[src/rtl/ebus_pi_dev.sv]
// EBUS device-side interrupt/IO front end: sticky interrupt flags, PI level
// request, and CONO/CONI/PI-vector-read function cycles with demand/xfer handshake.
module ebus_pi_dev #(
    parameter logic [6:0]  DEV_NUM  = 7'o10,
    parameter int          N_SRC    = 8,
    parameter logic [17:0] VEC_BASE = 18'o140,
    parameter bit          AUTO_CLR = 1'b1
) (
    input  logic             clk_h,
    input  logic             mr_reset_l,
    input  logic [0:6]       ebus_cs_h,
    input  logic [0:2]       ebus_f_h,
    input  logic             ebus_demand_h,
    input  logic [0:35]      ebus_d_in_h,
    output logic [0:35]      ebus_d_out_h,
    output logic             ebus_d_oe_h,
    output logic             ebus_xfer_h,
    output logic [0:7]       ebus_pi_h,
    input  logic             pi_sel_in_h,
    output logic             pi_sel_out_h,
    input  logic [N_SRC-1:0] dev_req_h
);

    typedef enum logic [1:0] {S_IDLE, S_DRIVE, S_XFER, S_REL} state_t;
    typedef enum logic [1:0] {OP_CONO, OP_CONI, OP_PI} op_t;

    localparam logic [8:0] MASK9    = (9'd1 << N_SRC) - 9'd1;
    localparam logic [7:0] SRC_MASK = MASK9[7:0];

    state_t      state_q, state_d;
    op_t         op_q, op_d;
    logic [7:0]  flags_q, flags_d;
    logic        enable_q, enable_d;
    logic [2:0]  pia_q, pia_d;
    logic [2:0]  srv_q, srv_d;
    logic [7:0]  cono_clr_q, cono_clr_d;
    logic        cono_en_q, cono_en_d;
    logic [2:0]  cono_pia_q, cono_pia_d;
    logic [0:35] d_out_q, d_out_d;
    logic        oe_q, oe_d;
    logic        xfer_q, xfer_d;
    logic [0:7]  pi_q, pi_d;

    logic [7:0]  req_s;
    logic [7:0]  clr_s;
    logic [2:0]  lo_s;
    logic [17:0] vec_s;
    logic [0:35] coni_s;
    logic        cs_hit_s;
    logic        pi_hit_s;
    logic        claim_s;
    logic        unused_s;

    function automatic logic [2:0] lowest_idx(input logic [7:0] f);
        logic [2:0] idx;
        idx = 3'd0;
        for (int i = 7; i >= 0; i--) begin
            if (f[i]) begin
                idx = 3'(i);
            end else begin
                idx = idx;
            end
        end
        return idx;
    endfunction

    assign unused_s = ^{ebus_d_in_h[0:2], ebus_d_in_h[6:23]};

    // Decode helpers: selection, served source, CONI word.
    always_comb begin
        req_s = 8'd0;
        req_s[N_SRC-1:0] = dev_req_h;
        cs_hit_s = (ebus_cs_h == DEV_NUM);
        pi_hit_s = ebus_demand_h && (ebus_f_h == 3'd4) && enable_q &&
                   (flags_q != 8'd0) && (pia_q != 3'd0) &&
                   (ebus_d_in_h[3:5] == pia_q) && pi_sel_in_h;
        lo_s  = lowest_idx(flags_q);
        vec_s = VEC_BASE + {14'd0, lo_s, 1'b0};
        coni_s = 36'd0;
        for (int i = 0; i < 8; i++) begin
            coni_s[24+i] = flags_q[i];
        end
        coni_s[32]    = enable_q;
        coni_s[33:35] = pia_q;
    end

    // Claim covers the selecting cycle and every busy state of a PI read.
    always_comb begin
        if (state_q == S_IDLE) begin
            claim_s = pi_hit_s;
        end else begin
            claim_s = (op_q == OP_PI);
        end
    end

    assign pi_sel_out_h = pi_sel_in_h & ~claim_s;

    // Function-cycle FSM next state, side effects and registered outputs.
    always_comb begin
        state_d    = state_q;
        op_d       = op_q;
        srv_d      = srv_q;
        cono_clr_d = cono_clr_q;
        cono_en_d  = cono_en_q;
        cono_pia_d = cono_pia_q;
        d_out_d    = d_out_q;
        oe_d       = oe_q;
        xfer_d     = xfer_q;
        enable_d   = enable_q;
        pia_d      = pia_q;
        clr_s      = 8'd0;
        case (state_q)
            S_IDLE: begin
                if (ebus_demand_h && (ebus_f_h == 3'd0) && cs_hit_s) begin
                    state_d = S_DRIVE;
                    op_d    = OP_CONO;
                    for (int i = 0; i < 8; i++) begin
                        cono_clr_d[i] = ebus_d_in_h[24+i];
                    end
                    cono_en_d  = ebus_d_in_h[32];
                    cono_pia_d = ebus_d_in_h[33:35];
                    d_out_d    = 36'd0;
                    oe_d       = 1'b1;
                end else if (ebus_demand_h && (ebus_f_h == 3'd1) && cs_hit_s) begin
                    state_d = S_DRIVE;
                    op_d    = OP_CONI;
                    d_out_d = coni_s;
                    oe_d    = 1'b1;
                end else if (pi_hit_s) begin
                    state_d = S_DRIVE;
                    op_d    = OP_PI;
                    srv_d   = lo_s;
                    d_out_d = {3'b010, pia_q, 12'd0, vec_s};
                    oe_d    = 1'b1;
                end else begin
                    state_d = S_IDLE;
                end
            end
            S_DRIVE: begin
                if (ebus_demand_h) begin
                    state_d = S_XFER;
                    xfer_d  = 1'b1;
                    if (op_q == OP_CONO) begin
                        clr_s    = cono_clr_q & SRC_MASK;
                        enable_d = cono_en_q;
                        pia_d    = cono_pia_q;
                    end else if ((op_q == OP_PI) && AUTO_CLR) begin
                        clr_s[srv_q] = 1'b1;
                    end else begin
                        clr_s = 8'd0;
                    end
                end else begin
                    // Early demand drop aborts with no register side effects.
                    state_d = S_IDLE;
                    oe_d    = 1'b0;
                    d_out_d = 36'd0;
                end
            end
            S_XFER: begin
                if (!ebus_demand_h) begin
                    state_d = S_REL;
                    xfer_d  = 1'b0;
                    oe_d    = 1'b0;
                    d_out_d = 36'd0;
                end else begin
                    state_d = S_XFER;
                end
            end
            S_REL: begin
                state_d = S_IDLE;
            end
            default: begin
                state_d = S_IDLE;
                xfer_d  = 1'b0;
                oe_d    = 1'b0;
                d_out_d = 36'd0;
            end
        endcase
        flags_d = ((flags_q & ~clr_s) | req_s) & SRC_MASK;
        pi_d = 8'd0;
        if (enable_d && (flags_d != 8'd0) && (pia_d != 3'd0)) begin
            pi_d[pia_d] = 1'b1;
        end else begin
            pi_d = 8'd0;
        end
    end

    // State and output registers.
    always_ff @(posedge clk_h or negedge mr_reset_l) begin
        if (!mr_reset_l) begin
            state_q    <= S_IDLE;
            op_q       <= OP_CONO;
            flags_q    <= 8'd0;
            enable_q   <= 1'b0;
            pia_q      <= 3'd0;
            srv_q      <= 3'd0;
            cono_clr_q <= 8'd0;
            cono_en_q  <= 1'b0;
            cono_pia_q <= 3'd0;
            d_out_q    <= 36'd0;
            oe_q       <= 1'b0;
            xfer_q     <= 1'b0;
            pi_q       <= 8'd0;
        end else begin
            state_q    <= state_d;
            op_q       <= op_d;
            flags_q    <= flags_d;
            enable_q   <= enable_d;
            pia_q      <= pia_d;
            srv_q      <= srv_d;
            cono_clr_q <= cono_clr_d;
            cono_en_q  <= cono_en_d;
            cono_pia_q <= cono_pia_d;
            d_out_q    <= d_out_d;
            oe_q       <= oe_d;
            xfer_q     <= xfer_d;
            pi_q       <= pi_d;
        end
    end

    assign ebus_d_out_h = d_out_q;
    assign ebus_d_oe_h  = oe_q;
    assign ebus_xfer_h  = xfer_q;
    assign ebus_pi_h    = pi_q;

endmodule

[config.mk]
export PLATFORM = sky130hd
export DESIGN_NAME = ebus_pi_dev
export DESIGN_NICKNAME = d
export VERILOG_FILES = /design/src/rtl/ebus_pi_dev.sv
export SDC_FILE = /design/constraint.sdc
export NUM_CORES = 1
export LEC_CHECK = 0
export BUFFER_PORTS_ARGS = -buffer_cell sky130_fd_sc_hd__clkbuf_2
export CAP_MARGIN = 40
export CORE_MARGIN = 10
export CORE_UTILIZATION = 45
export DETAILED_ROUTE_END_ITERATION = 8
export GPL_ROUTABILITY_DRIVEN = 0
export HOLD_SLACK_MARGIN = 0.03
export PLACE_DENSITY = 0.83
export RECOVER_POWER = 50
export SKIP_CTS_REPAIR_TIMING = 1
export SYNTH_ARGS = -nofsm -noshare
export SYNTH_HDL_FRONTEND = slang
export SYNTH_SLANG_ARGS = --single-unit
[constraint.sdc]
create_clock -name clk_h -period 2.31 [get_ports clk_h]
set_clock_uncertainty 0.1 [all_clocks]
set_input_delay 0.1155 -clock clk_h [delete_from_list [all_inputs] [get_ports clk_h]]
set_output_delay 0.1155 -clock clk_h [all_outputs]
set_load 0.05 [all_outputs]
### Word-level counts from Yosys, hierarchy flattened

Index checks and enable logic that the tools add are counted.

| operators by class | value |
|---|---|
| add/subtract/negate cells | 1 |
| multiply operators | 0 |
| divide/modulo/power cells | 0 |
| magnitude comparators | 4 |
| equal/unequal tests | 12 |
| shift operators | 0 |
| multiplexer cells | 45 |
| bitwise operators | 8 |
| reduce and logical (&&, ||, !) cells | 30 |

Operators by type and width:

| cell | count |
|---|---|
| $mux 36 | 4 |
| $pmux 36 s2 | 1 |
| $mux 8 | 5 |
| $mux 3 | 11 |
| $reduce_bool 8->1 | 2 |
| $mux 1 | 15 |
| $logic_and 1x1->1 | 14 |
| $reduce_bool 3->1 | 3 |
| $add 7x4->8 const A | 1 |
| $and 8x8->8 | 1 |
| $mux 2 | 4 |
| $not 8->8 | 1 |
| $or 8x8->8 | 1 |
| $pmux 2 s4 | 1 |
| $eq 7x4->1 const B | 1 |
| $demux 1 s3 | 2 |
| $eq 2x2->1 const B | 3 |
| $ne 2x2->1 const B | 3 |
| $reduce_and 3->1 | 2 |
| $ge 4x4->1 const B | 1 |
| $logic_not 2->1 | 2 |
| $lt 3x4->1 const B | 1 |
| $lt 4x1->1 const B | 1 |
| $ne 4x2->1 const B | 1 |
| other kinds (14) | 19 |

| word-level totals | value |
|---|---|
| flip-flop bits (word level) | 77 |
| latch bits | 0 |
| bits in writable memories | 0 |
| bits in read-only memories | 0 |
| bits of input ports | 58 |
| output and inout bits | 47 |
| memories kept | 0 |

### Logic depth before layout (Yosys ltp)

Gate-level depths: netlist (run 1).

| logic depth | value |
|---|---|
| depth in word-level cells | 15 |
| gate-level depth with buffers | 9 |
| mapped depth without buffers | 8 |

### Worst setup path after synthesis (run 1)

OpenSTA, ideal clock, no wires.

| timing | value |
|---|---|
| path kind | register to register |
| start point | reg (tool-made name) |
| end point | reg pi_q (netlist bit ebus_pi_h[2]) |
| library setup time | 0.130 ns |
| arrival | 1.956 ns |
| data required time | 2.080 ns |
| slack | 0.124 ns |
| stages on the path, launching flop included | 10 |
| clock period less this slack | 2.186 ns |
| path through | dfrtp_1 > inv_1 > ha_1 > and4bb_4 > buf_6 > a22oi_1 > a2111oi_0 > and4_1 > buf_6 > nor4b_4 |

RTL lines:

| item | RTL line | RTL |
|---|---|---|
| end signal: assignment | 217 | `pi_q <= pi_d;` |
| end: declaration | 42 | `logic [0:7] pi_q, pi_d;` |

### Worst setup path in the final report (run 1)

| timing | value |
|---|---|
| start point | reg pia_q[1] |
| end point | out pi_sel_out_h |

| between the ends | value |
|---|---|
| word-level cells in the longest chain between the ends | 7 |
| elaborated cells on any way between the ends | 8 |
| classes of those cells | 1 x eq/ne; 1 x mux; 2 x bitwise; 4 x reduce/logical |

Ends and longest elaborated chain:

| item | RTL line | RTL |
|---|---|---|
| start: declaration | 34 | `logic [2:0] pia_q, pia_d;` |
| start signal: assignment | 209 | `pia_q <= pia_d;` |
| $reduce_bool 3->1 | 75 | `(flags_q != 8'd0) && (pia_q != 3'd0) &&` |
| $logic_and 1x1->1 | 75 |  |
| $logic_and 1x1->1 (*) | 75 |  |
| $logic_and 1x1->1 (*) | 76 | `(ebus_d_in_h[3:5] == pia_q) && pi_sel_in_h;` |
| $mux 1 (*) | 89 | `if (state_q == S_IDLE) begin` |
| $not 1->1 (*) | 96 | `assign pi_sel_out_h = pi_sel_in_h & ~claim_s;` |
| $and 1x1->1 (*) | 96 |  |
| end: declaration | 20 | `output logic pi_sel_out_h,` |

Every way passes the cells marked *; elsewhere a longest branch is shown, timed or not.

==> key figures, run 1 <==
Placement
  • Buffers on Ports: 63
  • Cells after DPL: 420
  • Placed wire-length estimate: 5.78 mm

STA
  • Fin. Hold Viols: 0
  • Max Clk Rate: 438 MHz
  • Min Tclk post-route: 2.28 ns
  • Final setup fails: 0
  • Slew Limit Fails: 0
  • Actual slew at the worst max-slew pin: 0.929 ns
  • Final hold slack: 0.0291 ns
  • Max_slew headroom: 38.1%
  • Final worst path period share: 98.9%
  • Setup total negative slack: 0 ns

Pwr
  • Total power: 0.00244 W
  • Static leakage: 1.85 nW
  • PwrDens: 639 nW/um2
  • Peak supply drop: 0.544 mV

Yosys
  • Sequential share of the synthesized area: 48.1%
  • Top FF cell, synth: dfrtp_1
  • FF+latch count, synth: 57
  • Average cell area after synthesis: 11.0 um2
  • Yosys warning count: 0
  • Number of synthesized flops with an enable pin: 0
  • Yosys cell types: 56
  • Synth Cell Area: 2970 um2
  • Synth async-reset ratio: 100%
  • Syn Inst Count: 269

CTS
  • Clock buffer depth: 2
  • Clock Sinks: 57
  • TritonCTS buffer count: 9
  • Worst skew pair latency: 0.34 ns
  • CTS tree: done
  • H-tree Lvls: 3
  • Clock transition at path regs: 0.06 ns
  • Clk root buf: clkbuf_8

Worst setup path
  • Reg2reg path depth: 8
  • Critical Path AT: 2.07 ns
  • Type of the worst setup path: flop to output port
  • Startpoint Class: flop
  • Worst reg-to-reg setup slack: 0.11 ns
  • Worst-path maximum fanout: 4
  • Kind of end point of the critical path: output port
  • Worst Path Required: 2.09 ns
  • Crit Reg-Reg Endpoint: ebus_pi_h[3]

Drt
  • Via/cell ratio: 5.20
  • Drc violations: 0
  • TritonRoute pass-1 iters: 4
  • Wire per inst: 16.6 um
  • Final WL: 7.58 mm
  • Vias: 2,369
  • Detail Route Antenna Nets: 0
  • Iter 0 DRT Violations: 126

Floorplan
  • # rows: 29
  • Core Box Area: 6390 um2
  • Die X: 101 um
  • Die Y: 101 um
  • Die Area: 10,200 um2
  • IO Pins: 105
  • Starting density of the core: 46.4%

Layout
  • Storage cell area: 1430 um2
  • Antenna diode count: 0
  • Final Net Count: 439
  • Fillers: 527
  • Post-Layout Cell Count: 456
  • Area of the multi-input gates: 1390 um2
  • Share of layout cells above drive strength 1: 33.5%
  • Syn-to-layout area delta: 28.6%

Worst hold path
  • WHS Endpoint: ebus_xfer_h
  • HP Start: ebus_demand_h
  • Hold crit path type: input port to flop
  • Min-Delay Path Depth: 3

GRT
  • Largest net degree at the start of global routing: 29
  • Global-route wire length before repair: 11.8 mm
  • Vias in the first global route: 2,386
  • Total gr overflow: 0
  • Total GRT Usage: 14.5%
  • Initial antenna violation count: 0

Run
  • Maxcap violations: 0

Outcome
  • Status: finished, final reports clean
==> flip-flops by register name, indices dropped and copies added (netlist names), named ones only <==
name          count
cono_clr_q        8
cono_en_q         1
cono_pia_q        3
ebus_d_oe_h       1
ebus_d_out_h     16
ebus_pi_h         8
ebus_xfer_h       1
enable_q          1
flags_q           8
op_q              2
pia_q             3
srv_q             3
state_q           1
==> per-layer routing <==
layer | track usage [%] | part of all wire [%]
met5 | 0 | 0
met2 | 22.0 | 48
met1 | 17.6 | 41
met3 | 6.13 | 9.8
met4 | 6.00 | 1.0
==> cells in the final DEF (no fill, tap or decap), types with 2 or more instances in the layout <==
cell,synthesis,layout
dfrtp_1,57,57
clkbuf_2,0,52
nand2_1,35,35
inv_1,24,22
dlygate4sd3_1,0,22
conb_1,1,21
clkbuf_1,0,16
buf_4,21,15
mux2i_1,12,12
mux2_2,12,12
nor2_1,9,9
clkbuf_8,0,9
a21oi_1,6,6
or2_2,5,5
a21o_1,5,5
o21ai_0,5,5
a22oi_1,4,4
a2111oi_2,0,4
a22o_1,4,4
a221oi_1,4,3
nor3_2,3,3
ha_1,5,3
and3_1,2,2
and4bb_2,2,2
and4_1,2,2
nor3_1,2,2
nor3b_2,2,2
xnor2_1,2,2
o21a_1,2,2
or4_4,0,2
inv_2,0,2
nand3_1,2,2
o2bb2ai_1,2,2
ha_4,0,2
==> Yosys cell counts (3+ instances only) <==
| library cell | instances | share of area (%) |
|---|---|---|
| nor3_2 | 3 | 1.0 |
| buf_4 | 21 | 5.3 |
| a22oi_1 | 4 | 1.0 |
| a2111oi_0 | 4 | 1.2 |
| ha_1 | 5 | 2.1 |
| o21ai_0 | 5 | 0.84 |
| a22o_1 | 4 | 1.2 |
| nor2_1 | 9 | 1.1 |
| a21o_1 | 5 | 1.3 |
| inv_1 | 24 | 3.0 |
| a21oi_1 | 6 | 1.0 |
| or2_2 | 5 | 1.1 |
| dfrtp_1 | 57 | 48 |
| mux2_2 | 12 | 4.6 |
| a221oi_1 | 4 | 1.2 |
| nand2_1 | 35 | 4.4 |
| mux2i_1 | 12 | 4.1 |
| buf_6 | 4 | 1.5 |
==> stage by stage <==
step | instance area, um2 | worst slack (ns) | util, %
floorplan | 3040 | 0.124 | -
global placement | 3400 | -0.0120 | 53.2
detailed placement | 3400 | -0.0177 | 53.2
CTS | 3540 | -0.253 | 55.5
global route | 3810 | -0.0602 | 59.7
finish | 3810 | 0.0262 | 59.7
==> worst max-delay path by stage <==
| stage | start | to | slack [ns] |
|---|---|---|---|
| 6_report | pia_q[1] | pi_sel_out_h | 0.03 |
| 5_1_grt | pia_q[1] | pi_sel_out_h | -0.06 |
| 4_1_cts | flop | pi_sel_out_h | -0.25 |
| 3_5_place_dp | flop | ebus_pi_h[2] | -0.02 |
| 3_3_place_gp | flop | ebus_pi_h[3] | -0.01 |
| 2_1_floorplan | flop | ebus_pi_h[2] | 0.12 |
==> kinds of logic (layout without fill, tap and decap cells) <==
| kind of cell | after synthesis | after routing | synth area share [%] |
|---|---|---|---|
| muxes | 25 | 25 | 9.11 |
| xor gates and xnor gates | 2 | 2 | 0.591 |
| other | 1 | 21 | 0.126 |
| AOI/OAI and AO/OA | 45 | 45 | 12.0 |
| buffers and inverters | 51 | 141 | 10.2 |
| DFF | 57 | 57 | 48.1 |
| adders and majority gates | 5 | 5 | 2.11 |
| and+or+nand+nor | 83 | 83 | 17.7 |
==> layout make-up <==
type                            count  area share [%]
Sequential cell                    57            37.4
Multi-Input combinational cell    181            36.4
Tap cell                           77            2.53
Inverter                           24            2.36
Clock inverter                      1           0.131
Timing Repair Buffer              103            17.6
Clock buffer                       13            3.64
==> worst max-delay path: stages, from the launching register on <==
cell and delay [ns]:
dfrtp_1 0.43, xnor2_1 0.23, nand4_2 0.17, or4_4 0.59, o311a_2 0.15, buf_6 0.16
==> where the power goes <==
part	switching [W]	internal, W
sequential	0.0000319	0.00105
clock	0.000365	0.000376
combinational	0.000412	0.000200
total	0.000809	0.00163
(Power assumes the default switching activity.)
==> inputs of run 2 (changes only) <==
Settings changed: REMOVE_ABC_BUFFERS from default to 1.
==> key figures, run 2 (synthesis gave the netlist of run 1 again) <==
Worst setup path
  • Worst reg-to-reg setup slack: 0.11 ns (about the same)
  • Startpoint Class: flop
  • Type of the worst setup path: flop to output port
  • CP peak stage delay: 0.57 ns (-0.02 ns)
  • Worst-path maximum fanout: 6 (+2)
  • Kind of end point of the critical path: output port
  • Worst Path Required: 2.09 ns (about the same)
  • WP buf/inv: 1 (unchanged)
  • R2r startpoint: op_q[0]
  • CP max-delay cell: or4_4
  • CP delay by family, top: simple AND/OR/NAND/NOR gates
  • Crit path cell chain: xnor2_2 -> nand4_2 -> or4_4 -> o311a_2 -> buf_6
  • Critical Path AT: 2.02 ns (-0.05 ns)
  • Worst setup path startpoint: pia_q[2]

GRT
  • Grt met3 use: 7.90% (+1.8 points)
  • Met1 Usage GRT: 17.3% (-0.29 points)
  • Global-route wire length before repair: 11.6 mm (-1.9%)
  • GR Util met2: 21.2% (-0.78 points)
  • Grt peak-use layer: met2
  • Largest net degree at the start of global routing: 30 (+3.4%)
  • Vias in the first global route: 2,331 (-2.3%)
  • Total GRT Usage: 14.2% (-0.27 points)
  • Total gr overflow: 0 (unchanged)
  • Initial antenna violation count: 0 (unchanged)

Layout
  • Syn-to-layout area delta: 31.5%
  • Commonest non-fill, non-tap cells in the layout: dfrtp_1, clkbuf_2, nand2_1
  • Share of layout cells above drive strength 1: 33.2% (-0.35 points)
  • Largest register FFs: 16 (unchanged)
  • Most common cell after layout, fill and taps aside: dfrtp_1
  • Final Net Count: 438 (-0.23%)
  • Antenna diode count: 0 (unchanged)
  • Cell area after layout: 3900 um2 (+2.3%)
  • Fillers: 537 (+1.9%)

Drt
  • Detail Route Antenna Nets: 0 (unchanged)
  • Drc violations: 0 (unchanged)
  • Wire per inst: 16.2 um (-2.8%)
  • Iter 0 DRT Violations: 109 (-13%)
  • Vias: 2,337 (-1.4%)
  • Final WL: 7.39 mm (-2.6%)
  • Via/cell ratio: 5.11 (-1.6%)
  • TritonRoute pass-1 iters: 4 (unchanged)

Placement
  • Placed wire-length estimate: 5.52 mm (-4.5%)
  • Buffers on Ports: 63 (unchanged)
  • Dpl cell area: 3390 um2 (-0.29%)
  • Post-place setup slack: -0.00497 ns (+0.0127 ns)

Run
  • Maxcap violations: 1 (+1)

STA
  • Actual slew at the worst max-slew pin: 1.66 ns (+0.726 ns)
  • Min Tclk post-route: 2.23 ns (-0.0503 ns)
  • Fin. Hold Viols: 0 (unchanged)
  • Max Clk Rate: 448 MHz (+2.3%)
  • Setup repair after global routing missed its margin: no
  • Final setup fails: 0 (unchanged)
  • Final worst path period share: 96.7% (-2.2 points)
  • Max_slew headroom: -10.3% (-48 points)
  • Slew Limit Fails: 29 (+29)
  • Final worst slack: 0.0765 ns (+0.0503 ns)
  • Setup total negative slack: 0 ns (unchanged)

Floorplan
  • Die X: 101 um (unchanged)
  • IO Pins: 105 (unchanged)
  • # rows: 29 (unchanged)
  • Core Box Area: 6390 um2 (unchanged)
  • Die Y: 101 um (unchanged)
  • Starting density of the core: 46.4% (unchanged)
  • Die Area: 10,200 um2 (unchanged)

Pwr
  • Total power: 0.00269 W (+10%)
  • Peak supply drop: 0.722 mV (+33%)
  • PwrDens: 690 nW/um2 (+8.0%)
  • Static leakage: 1.86 nW (+0.37%)

CTS
  • Clock buffer depth: 2 (unchanged)
  • Clock Sinks: 57 (unchanged)
  • H-tree Lvls: 3 (unchanged)
  • Clock transition at path regs: 0.07 ns (about the same)
  • Worst skew pair latency: 0.34 ns (about the same)
  • TritonCTS buffer count: 9 (unchanged)
  • CTS tree: done
  • Clk root buf: clkbuf_8

Outcome
  • Failing checks: capacitance limit, slew limit
  • Status: finished with violations

Worst hold path
  • Hold crit path type: input port to flop
  • HP Start: ebus_demand_h
[run 2: power by group]
| group | switching [W] | leakage (nW) | internal [W] |
|---|---|---|---|
| logic | 0.000412 | 1.03 | 0.000199 |
| registers | 0.0000317 | 0.724 | 0.00105 |
| clock network | 0.000396 | 0.106 | 0.000601 |
[run 2: per-layer routing]
| metal | vias up | routed length (um) |
|---|---|---|
| met4 | 0 | 78 |
| li1 | 1117 | - |
| met3 | 10 | 833 |
| met1 | 1114 | 3060 |
| met5 | - | 0 |
| met2 | 96 | 3420 |
[run 2: cell type report]
cell class / count / area, um2 / area share (%)
Inverter: 24 / 90.1 / 2.31
Clock inverter: 6 / 82.6 / 2.12
Tap cell: 77 / 96.3 / 2.47
Timing Repair Buffer: 102 / 681 / 17.5
Sequential cell: 57 / 1430 / 36.6
Multi-Input combinational cell: 181 / 1390 / 35.7
Clock buffer: 10 / 128 / 3.27
[run 2: path summary, 6_finish.rpt]
path | end | cells after the start
worst min register to register | ebus_d_out_h[33] | 1
max in group asynchronous | pia_q[2] | 2
worst max register to register | ebus_pi_h[5] | 6
worst max-delay path | pi_sel_out_h | 5
min in group asynchronous | ebus_d_out_h[29] | 2
worst min-delay path | ebus_xfer_h | 3
[run 2: worst min-delay path: stages]
cell	delay, ns
clkbuf_2	0.15
inv_1	0.07
o21ai_0	0.09
[run 2: stage by stage]
stage | cells | utilization (%) | hold slack [ns]
after floorplan | 262 | - | -0.280
after global placement | 417 | 53.1 | 0.109
after detailed placement | 417 | 53.1 | 0.125
after CTS | 433 | 56.4 | -0.240
after global routing | 457 | 61.1 | 0.0704
final | 457 | 61.1 | 0.0336
==> inputs of run 3 (changes only) <==
Settings changed: CELL_PAD_IN_SITES_DETAIL_PLACEMENT from default to 0, CELL_PAD_IN_SITES_GLOBAL_PLACEMENT from default to 1, CORE_UTILIZATION 45 to 38, PLACE_DENSITY 0.83 to 0.87.
Clock period 2.31 ns to 2.4 ns, I/O delays scaled along.
==> key figures, run 3 (synthesis gave the netlist of run 1 again) <==
STA
  • Max Clk Rate: 427 MHz
  • Max_slew headroom: 49.3% (+60 points)
  • Min Tclk post-route: 2.34 ns
  • Fin. Hold Viols: 0 (unchanged)
  • Setup total negative slack: 0 ns (unchanged)
  • Final worst path period share: 97.6%
  • Setup repair after global routing missed its margin: no
  • Slew Limit Fails: 0 (-100%)
  • Final setup fails: 0 (unchanged)
  • Actual slew at the worst max-slew pin: 0.761 ns (-0.894 ns)
  • Final worst slack: 0.0579 ns (-0.0186 ns)

CTS
  • CTS tree: done
  • Clock transition at path regs: 0.07 ns (about the same)
  • Clk root buf: clkbuf_8
  • Clock buffer depth: 2 (unchanged)
  • Clock Sinks: 57 (unchanged)
  • TritonCTS buffer count: 9 (unchanged)
  • H-tree Lvls: 3 (unchanged)
  • Worst skew pair latency: 0.34 ns (about the same)

Placement
  • Placed wire-length estimate: 5.55 mm (+0.63%)
  • Dpl cell area: 3390 um2 (-0.11%)
  • Buffers on Ports: 63 (unchanged)
  • Post-place setup slack: -0.0499 ns (-0.0449 ns)

Worst setup path
  • Worst Path Required: 2.18 ns (+0.09 ns)
  • CP max-delay cell: or4_4
  • CP delay by family, top: simple AND/OR/NAND/NOR gates
  • Startpoint Class: flop
  • CP peak stage delay: 0.61 ns (+0.04 ns)
  • WP buf/inv: 1 (unchanged)
  • Critical Path AT: 2.12 ns (+0.10 ns)
  • Crit path cell chain: xnor2_1 -> nand4_2 -> or4_4 -> o311a_2 -> buf_4
  • Type of the worst setup path: flop to output port
  • Kind of end point of the critical path: output port
  • Worst-path maximum fanout: 6 (unchanged)

Layout
  • Syn-to-layout area delta: 28.6%
  • Fillers: 717 (+34%)
  • Cell area after layout: 3810 um2 (-2.2%)
  • Share of layout cells above drive strength 1: 30.0% (-3.2 points)
  • Largest register FFs: 16 (unchanged)
  • Storage cell area: 1430 um2 (unchanged)
  • Antenna diode count: 0 (unchanged)
  • Commonest non-fill, non-tap cells in the layout: dfrtp_1, clkbuf_2, nand2_1
  • Final Net Count: 435 (-0.68%)
  • Area of the multi-input gates: 1370 um2 (-1.4%)
  • Most common cell after layout, fill and taps aside: dfrtp_1

Drt
  • Iter 0 DRT Violations: 92 (-16%)
  • TritonRoute pass-1 iters: 4 (unchanged)
  • Detail Route Antenna Nets: 0 (unchanged)
  • Vias: 2,280 (-2.4%)
  • Final WL: 7.49 mm (+1.3%)
  • Drc violations: 0 (unchanged)
  • Wire per inst: 15.6 um (-3.3%)
  • Via/cell ratio: 4.76 (-6.9%)

GRT
  • Total GRT Usage: 12.3% (-1.9 points)
  • Initial antenna violation count: 0 (unchanged)
  • Total gr overflow: 0 (unchanged)
  • Largest net degree at the start of global routing: 31 (+3.3%)
  • Vias in the first global route: 2,243 (-3.8%)
  • Global-route wire length before repair: 11.3 mm (-2.6%)

Floorplan
  • Core Box Area: 7650 um2 (+20%)
  • IO Pins: 105 (unchanged)
  • Starting density of the core: 38.8% (-7.7 points)
  • Die Area: 11,700 um2 (+15%)
  • Die X: 108 um (+7.1%)
  • Die Y: 108 um (+7.1%)
  • # rows: 32 (+10%)

Pwr
  • Static leakage: 1.80 nW (-3.2%)
  • Peak supply drop: 0.369 mV (-49%)
  • PwrDens: 635 nW/um2 (-8.0%)

Outcome
  • Status: finished, final reports clean

Run
  • Maxcap violations: 0 (-1)

Worst hold path
  • Hold crit path type: input port to flop
[run 3: changes by cell type in the layout (fill, tap and decap cells not counted), moves of 2 or more]
cell,before,now
a221oi_2,0,2
clkbuf_2,41,37
buf_12,3,1
clkbuf_1,22,28
clkbuf_8,9,11
bufinv_16,2,0
[run 3: metrics by stage]
stage               std cells  util (%)  power, W  hold slack, ns
floorplan                 262         -   0.00143          -0.276
global placement          439      44.3   0.00158           0.134
detailed placement        439      44.3   0.00159           0.146
CTS                       455      46.5   0.00240          -0.234
global route              479      49.9   0.00252          0.0734
finish                    479      49.9   0.00242          0.0310
[run 3: layout make-up]
class                           count  area share (%)
Clock inverter                      3           0.394
Multi-Input combinational cell    181            36.0
Clock buffer                       13            4.17
Sequential cell                    57            37.5
Inverter                           24            2.36
Tap cell                          102            3.35
Timing Repair Buffer               99            16.3
[run 3: tightest hold or removal path: stages]
cell and delay, ns:
clkbuf_2 0.15, inv_1 0.07, o21ai_0 0.09
[run 3: power breakdown]
| part | leakage [nW] | internal [W] | switching (W) |
|---|---|---|---|
| logic | 0.979 | 0.000174 | 0.000392 |
| clock network | 0.0932 | 0.000426 | 0.000390 |
| registers | 0.724 | 0.00101 | 0.0000285 |
[run 3: metal layers]
layer / GRT usage, % / part of all wire [%] / routed length, um
met5: 0 / 0 / 0
met4: 5.08 / 1.5 / 114
met3: 4.76 / 7.7 / 574
met2: 17.9 / 44 / 3260
met1: 16.1 / 47 / 3540
[run 3: path summary, 6_finish.rpt]
path	startpoint	end	slack [ns]	cells past startpoint
worst max-delay path	pia_q[2]	pi_sel_out_h	0.06	5
worst min register to register	ebus_d_oe_h	ebus_d_oe_h	0.37	1
worst min-delay path	ebus_demand_h	ebus_xfer_h	0.03	3
max in group asynchronous	mr_reset_l	cono_clr_q[7]	0.75	3
min in group asynchronous	mr_reset_l	ebus_d_out_h[29]	0.27	2
worst max register to register	flop	ebus_pi_h[2]	0.14	8
